File: config.mk
export PLATFORM = sky130hd
export DESIGN_NAME = uart_cmd_responder
export DESIGN_NICKNAME = d
export VERILOG_FILES = /design/src/rtl/uart_cmd_pkg.sv /design/src/rtl/uart_cmd_timer.sv /design/src/rtl/uart_cmd_responder.sv
export SDC_FILE = /design/constraint.sdc
export NUM_CORES = 1
export LEC_CHECK = 0
export CORE_MARGIN = 1.5
export CORE_UTILIZATION = 38
export CTS_CLUSTER_SIZE = 20
export DETAILED_ROUTE_END_ITERATION = 10
export MAX_ROUTING_LAYER = met4
export SYNTH_ARGS = -nofsm -noshare
export SYNTH_HDL_FRONTEND = slang
export SYNTH_HIERARCHICAL = 1
export SYNTH_SLANG_ARGS = --single-unit
File: constraint.sdc
create_clock -name clk_48mhz -period 3.4 [get_ports clk_48mhz]
set_clock_uncertainty 0.15 [all_clocks]
set_input_delay 1.02 -clock clk_48mhz [delete_from_list [all_inputs] [get_ports clk_48mhz]]
set_output_delay 1.02 -clock clk_48mhz [all_outputs]
set_load 0.1 [all_outputs]
File: src/rtl/uart_cmd_pkg.sv
// Shared constants and encodings for the UART command responder.
package uart_cmd_pkg;

  // Host command bytes
  localparam logic [7:0] CMD_WRITE = 8'h57;  // 'W'
  localparam logic [7:0] CMD_READ  = 8'h52;  // 'R'
  localparam logic [7:0] CMD_VER   = 8'h56;  // 'V'
  localparam logic [7:0] CHR_CR    = 8'h0D;
  localparam logic [7:0] CHR_LF    = 8'h0A;

  // Reply bytes
  localparam logic [7:0] RSP_OK      = 8'h4B;  // 'K'
  localparam logic [7:0] RSP_BADCMD  = 8'h3F;  // '?'
  localparam logic [7:0] RSP_BADADDR = 8'h21;  // '!'

  typedef enum logic [1:0] {
    IDLE     = 2'd0,
    GET_ADDR = 2'd1,
    GET_DATA = 2'd2,
    RESPOND  = 2'd3
  } state_e;

  typedef enum logic {
    READ  = 1'b0,
    WRITE = 1'b1
  } op_e;

endpackage

File: src/rtl/uart_cmd_timer.sv
// Saturating inter-byte idle counter; flags the last allowed idle cycle.
module uart_cmd_timer #(
  parameter int unsigned TIMEOUT_CYCLES = 4_800_000
) (
  input  logic clk_48mhz,
  input  logic reset,
  input  logic run,
  input  logic clear,
  output logic expired
);

  localparam bit          ENABLED = (TIMEOUT_CYCLES != 0);
  localparam logic [31:0] LAST    = ENABLED ? 32'(TIMEOUT_CYCLES - 1) : 32'd0;

  logic [31:0] count_q, count_d;

  // Next count: clear wins, otherwise count up while running and stick at all-ones
  always_comb begin
    count_d = count_q;
    if (clear) begin
      count_d = '0;
    end else if (run && (count_q != '1)) begin
      count_d = count_q + 32'd1;
    end
  end

  // Counter register
  always_ff @(posedge clk_48mhz or posedge reset) begin
    if (reset) begin
      count_q <= '0;
    end else begin
      count_q <= count_d;
    end
  end

  assign expired = ENABLED && run && (count_q == LAST);

endmodule

File: src/rtl/uart_cmd_responder.sv
// Byte-stream command parser with a small register bank and one reply per command.
//
// state    | meaning
// ---------+---------------------------------------------------
// IDLE     | waiting for a command byte
// GET_ADDR | R/W seen, waiting for the register address byte
// GET_DATA | W + address seen, waiting for the data byte
// RESPOND  | presenting the reply byte until the host takes it
module uart_cmd_responder
  import uart_cmd_pkg::*;
#(
  parameter int unsigned NUM_REGS       = 4,
  parameter int unsigned TIMEOUT_CYCLES = 4_800_000,
  parameter logic [7:0]  VERSION        = 8'h01
) (
  input  logic                  clk_48mhz,
  input  logic                  reset,
  input  logic [7:0]            rx_data,
  input  logic                  rx_valid,
  output logic                  rx_ready,
  output logic [7:0]            tx_data,
  output logic                  tx_valid,
  input  logic                  tx_ready,
  output logic [NUM_REGS*8-1:0] reg_out
);

  localparam int          IDX_W     = (NUM_REGS > 1) ? $clog2(NUM_REGS) : 1;
  localparam logic [8:0]  NUM_REGS9 = 9'(NUM_REGS);

  state_e                     state_q, state_d;
  op_e                        op_q, op_d;
  logic [7:0]                 addr_q, addr_d;
  logic [7:0]                 reply_q, reply_d;
  logic [NUM_REGS-1:0][7:0]   regs_q, regs_d;

  logic rx_hs, tx_hs, timer_run, timer_clear, expired;

  // Full 8-bit compare: no aliasing of out-of-range addresses onto real registers
  function automatic logic in_range(input logic [7:0] a);
    return {1'b0, a} < NUM_REGS9;
  endfunction

  assign rx_ready = !reset && (state_q != RESPOND);
  assign tx_valid = (state_q == RESPOND);
  assign tx_data  = (state_q == RESPOND) ? reply_q : 8'h00;
  assign reg_out  = regs_q;

  assign rx_hs = rx_valid && rx_ready;
  assign tx_hs = tx_valid && tx_ready;

  assign timer_run   = (state_q == GET_ADDR) || (state_q == GET_DATA);
  assign timer_clear = rx_hs || !timer_run;

  uart_cmd_timer #(
    .TIMEOUT_CYCLES(TIMEOUT_CYCLES)
  ) u_timer (
    .clk_48mhz(clk_48mhz),
    .reset    (reset),
    .run      (timer_run),
    .clear    (timer_clear),
    .expired  (expired)
  );

  // Command parse: next state, latched op/address, reply byte and register writes
  always_comb begin
    state_d = state_q;
    op_d    = op_q;
    addr_d  = addr_q;
    reply_d = reply_q;
    regs_d  = regs_q;
    case (state_q)
      IDLE: begin
        if (rx_hs) begin
          case (rx_data)
            CMD_WRITE: begin
              op_d    = WRITE;
              state_d = GET_ADDR;
            end
            CMD_READ: begin
              op_d    = READ;
              state_d = GET_ADDR;
            end
            CMD_VER: begin
              reply_d = VERSION;
              state_d = RESPOND;
            end
            CHR_CR, CHR_LF: begin
              state_d = IDLE;
            end
            default: begin
              reply_d = RSP_BADCMD;
              state_d = RESPOND;
            end
          endcase
        end
      end
      GET_ADDR: begin
        if (rx_hs) begin
          if (op_q == READ) begin
            reply_d = in_range(rx_data) ? regs_q[rx_data[IDX_W-1:0]] : RSP_BADADDR;
            state_d = RESPOND;
          end else begin
            addr_d  = rx_data;
            state_d = GET_DATA;
          end
        end else if (expired) begin
          state_d = IDLE;
        end
      end
      GET_DATA: begin
        if (rx_hs) begin
          if (in_range(addr_q)) begin
            regs_d[addr_q[IDX_W-1:0]] = rx_data;
            reply_d = RSP_OK;
          end else begin
            reply_d = RSP_BADADDR;
          end
          state_d = RESPOND;
        end else if (expired) begin
          state_d = IDLE;
        end
      end
      RESPOND: begin
        if (tx_hs) begin
          state_d = IDLE;
        end
      end
      default: state_d = IDLE;
    endcase
  end

  // State, parse context and register bank
  always_ff @(posedge clk_48mhz or posedge reset) begin
    if (reset) begin
      state_q <= IDLE;
      op_q    <= READ;
      addr_q  <= 8'h00;
      reply_q <= 8'h00;
      regs_q  <= '0;
    end else begin
      state_q <= state_d;
      op_q    <= op_d;
      addr_q  <= addr_d;
      reply_q <= reply_d;
      regs_q  <= regs_d;
    end
  end

endmodule

Word level (Yosys, flattened, before mapping)

Index checks and enable logic that the tools add are counted.

Output and inout port bits: 42
Register bits: 83

Eq/ne operators: 17
Multiplexer cells: 25
Magnitude comparators: 5
Reductions and logical operators: 22
$add $sub $neg: 1

Operators with widths:

| kind                    | number |
|---|---|
| $mux W32                | 2 |
| $mux W8                 | 8 |
| $add A32 B1 Y32 const B | 1 |
| $bwmux W32              | 1 |
| $eq A32 B23 Y1 const B  | 1 |
| $ne A32 B32 Y1 const B  | 1 |
| $eq A8 B7 Y1 const B    | 3 |
| $pmux W8 S3             | 1 |
| $bmux W8 S2             | 1 |
| $demux W8 S2            | 1 |
| $eq A8 B4 Y1 const B    | 2 |
| $lt A8 B3 Y1 const B    | 2 |
| $pmux W8 S2             | 1 |
| $ne A2 B2 Y1 const B    | 6 |
| $mux W2                 | 5 |
| $reduce_and A3 Y1       | 3 |
| $pmux W2 S4             | 1 |
| $mux W7                 | 1 |
| $logic_and A1 B1 Y1     | 6 |
| $lt A2 B3 Y1 const B    | 2 |
| $reduce_and A6 Y1       | 1 |
| $eq A2 B2 Y1 const B    | 2 |
| $pmux W2 S2             | 1 |
| $reduce_bool A2 Y1      | 2 |
| 12 further kinds        | 15 |

Depth between registers and ports, before layout

Depth in word-level cells: 6
Mapped depth: 10

Modules after synthesis

The synthesis kept the hierarchy.

By module, submodules not included:

| module             | cells an instance | times used | seq. area each (sq um) | area each (sq um) |
|---|---|---|---|---|
| uart_cmd_responder | 201               | 1          | 1276.2                 | 2631.3 |
| uart_cmd_timer     | 206               | 1          | 800.8                  | 1940.6 |

Worst setup path before layout

OpenSTA, ideal clock, no wires.

Path kind: reg2out
Start point: register state_q[0]
End point: output rx_ready
Data arrival time: 2.553 ns
Path slack: -0.323 ns
Required time: 2.230 ns
Cell stages (with the launch flop): 4
Cell sequence: dfrtp_1 ha_1 clkbuf_1 nor2_1

Longest elaborated chain between the ends: 2

Ends and longest elaborated chain:

| element                  | RTL line                  | text |
|---|---|---|
| start: declaration       | uart_cmd_responder.sv:30  | `state_e state_q, state_d;` |
| start signal: assignment | uart_cmd_responder.sv:141 | `state_q <= state_d;` |
| $ne A2 B2 Y1             | uart_cmd_responder.sv:43  | `assign rx_ready = !reset && (state_q != RESPOND);` |
| $logic_and A1 B1 Y1      | uart_cmd_responder.sv:43  |  |
| end: declaration         | uart_cmd_responder.sv:20  | `output logic rx_ready,` |

Every way passes these cells.

Worst setup path in the final report

Start point: input rx_data[5]
End point: register reply_q[5]

Longest elaborated chain between the ends: 5
Elaborated cells on any way between the ends: 15
Those cells by class: order compare: 1; eq/ne: 6; mux: 6; reduce/logical: 2

Ends and longest elaborated chain:

| element                                            | RTL line                                           | text |
|---|---|---|
| start: declaration                                 | uart_cmd_responder.sv:18                           | `input logic [7:0] rx_data,` |
| $lt A8 B3 Y1, or another cell as far along         | uart_cmd_responder.sv:40                           | `return {1'b0, a} < NUM_REGS9;` |
| $mux W8 / $reduce_or A4 Y1 (equally long branches) | --                                                 |  |
| $mux W8 / $pmux W8 S2 (equally long branches)      | uart_cmd_responder.sv:99, uart_cmd_responder.sv:74 |  |
| $mux W8, on equally long branches                  | uart_cmd_responder.sv:98, uart_cmd_responder.sv:73 |  |
| $pmux W8 S3                                        | uart_cmd_responder.sv:71                           | `case (state_q)` |
| end signal: assignment                             | uart_cmd_responder.sv:144                          | `reply_q <= reply_d;` |
| end: declaration                                   | uart_cmd_responder.sv:33                           | `logic [7:0] reply_q, reply_d;` |

Parallel ways exist; a longest one is shown, timed or not. The select of a mux whose other input is x is not followed.
A chain may end at the register's enable or synchronous reset.

==> flow_metrics.py <==
metrics = {
    "final_layout": {
        "nets": 495,
        "mostFrequentLayoutCells": "dfrtp_1, buf_4, mux2_2",
        "final_common_cell": "dfrtp_1",
        "antenna_cells": 0,
        "fin_area_um2": 5600,
        "drive_above_1_share": 0.333,
        "syn2layout_area_growth_pct": 22.5,
        "post-route-util": 0.484,
    },
    "placed_design": {
        "preCtsSetupSlack_ps": -8.87,
        "dp_hpwl_mm": 7.81,
        "io_buffers": 53,
        "dpl_cell_area_um2": 5290,
        "gp_congestion": 0.834,
    },
    "floorplanning": {
        "core_um2": 11600,
        "io_pins": 54,
        "start_util": 0.395,
        "die_area_um2": 12700,
        "dieWidth_um": 113,
        "fp.dieH_um": 113,
        "rows": 39,
    },
    "pwr": {
        "ir_worst_vdd_uv": 450,
        "total_power_mw": 4.74,
        "p_leak_nw": 2.44,
        "p_per_area_nw_per_um2": 846,
    },
    "cts": {
        "cts_buffer_depth": 2,
        "clock_latency_ps": 340,
        "cts_buffers": 9,
        "ctsResizeCount": 0,
        "hold_buffers": 0,
        "htree_levels": 3,
        "numClockSinks": 83,
        "path_clk_slew_ps": 60,
        "cts-root-buf": "clkbuf_16",
        "postCtsSetupBuffers": 0,
        "cts_tree": "yes",
    },
    "sta": {
        "holdWs_ps": 360,
        "setup_viol": 0,
        "setup_ws_ps": 350,
        "slew_viol_final": 0,
        "relSlewSlack": 0.531,
        "finalHoldViolCount": 0,
        "fin_crit_ps": 3050,
        "rsz0062_at_grt": "no",
        "max_freq_mhz": 328,
        "period_share": 0.897,
        "tightest_slew_ps": 702,
    },
    "run": {
        "maxCapViolCount": 0,
    },
    "setup_path": {
        "crit_chain": "clkdlybuf4s50_1 > or4_4 > or4_1 > a311o_1 > mux2_2",
        "crit_start": "rx_data[5]",
        "reg2reg_from": "u_timer/count_q[0]",
        "criticalPathCategory": "in -> reg",
        "r2r_setup_slack_ps": 810,
        "reg2regPathDepth": 6,
        "arrival_ps": 3120,
        "start_kind": "input pin",
        "critical_path.endpoint_type": "flip-flop",
        "rr_endpoint": "u_timer/count_q[30]",
        "slowest_stage": "or4_4",
        "critPathMaxStageDelay_ps": 570,
        "cp_max_fo": 3,
        "crit_required_ps": 3470,
    },
    "routing": {
        "vias": 3524,
        "drt_iter0_drc": 131,
        "routed_wl_mm": 10.9,
        "firstDrtPassIters": 4,
        "wire_per_inst_um": 17.4,
        "via_per_inst": 5.66,
        "drtAntennaViolNets": 0,
        "drc": 0,
    },
    "grt": {
        "grt_max_degree": 38,
        "grt_pass1_wl_mm": 18.3,
        "antenna_found_initial": 0,
        "use_met1": 0.264,
        "use_met2": 0.281,
        "grt_pass1_vias": 3427,
        "gr-max-usage-layer": "met2",
        "grt_util_met3": 0.0394,
        "grt_use_total": 0.190,
        "gr-total-overflow": 0,
    },
    "min_path": {
        "hp-class": "reg -> reg",
        "whs_path_depth": 1,
        "worstHoldStart": "addr_q[6]",
        "worstHoldEndpoint": "addr_q[6]",
    },
    "yosys": {
        "ys_warn_count": 6,
        "synthArstFlopShare": 1.00,
        "synth_edf_count": 0,
        "avgSynthCellArea_um2": 11.2,
        "syn-instance-count": 407,
        "yosysSeqAreaShare": 0.454,
        "synth-seq-cells": 83,
        "synthFlopType": "dfrtp_1",
        "ys_types": 68,
        "syn-cell-area_um2": 4570,
        "syn-num-nets": 426,
    },
    "outcome": {
        "status": "complete, no violations",
    },
}
## routing by layer
layer,vias to the layer above,routed length (um)
li1,1668,-
met1,1790,5260
met2,57,5070
met3,9,421
met4,0,109
met5,-,0
## worst max path at each step
stage,to,slack (ps),cells after the start
floorplan,tx_data[1],220,3
global placement,reply_q[3],30,6
detailed placement,reply_q[5],-9,6
CTS,rx_ready,350,3
global route,reply_q[5],280,5
finish,reply_q[5],350,5
## power by group
part           total, mW  switching (mW)  internal, mW
Clock               1.01           0.365         0.645
Sequential          1.35           0.161          1.19
Combinational       2.38            1.63         0.743
## state kept, by name, indices dropped and copies added (netlist names)
register	count
reg_out	32
state_q	2
addr_q	8
op_q	1
reply_q	8
u_timer/count_q	32
## cell usage after synthesis (all sizes together), types with 11 or more instances
library cell	n	area (um2)
nor2	22	82.6
nand2	16	60.1
mux2	48	541
nand3	12	70.1
o31ai	11	82.6
a21oi	29	145
and2	11	68.8
inv	17	63.8
or4	15	120
dfrtp	83	2080
o21ai	12	60.1
clkbuf	12	45.0
## kinds of logic (layout without fill, tap and decap cells)
logic type	after synthesis	in the layout	share of synthesized area
AND/OR/NAND/NOR	138	138	0.190
flip-flops	83	83	0.454
XOR/XNOR	6	6	0.0115
AO/OA/AOI/OAI	74	74	0.118
multiplexers	60	60	0.166
adder cells (fa/ha/maj)	7	7	0.0192
buffers and inverters	39	112	0.0410
## cell type report
class,instances,area (um2)
timing repair buffer,80,653
inverter,17,63.8
clock buffer,14,284
fill,1045,5970
clock inverter,1,30.0
multi-input combinational,285,2310
tap,143,179
sequential,83,2080
## critical path, delay by kind of cell
family	cells	cell delay (ps)
AND/OR/NAND/NOR	2	1060
buffers and inverters	1	420
AO/OA/AOI/OAI	1	370
multiplexers	1	260
## per-stage QoR
step | setup TNS, ps | cells
after global routing | 0 | 623
after detailed placement | -26.9 | 608
final | 0 | 623
after global placement | 0 | 608
after CTS | 0 | 623
after floorplan | 0 | 407
No activity file was read; power rests on OpenSTA's default activity.
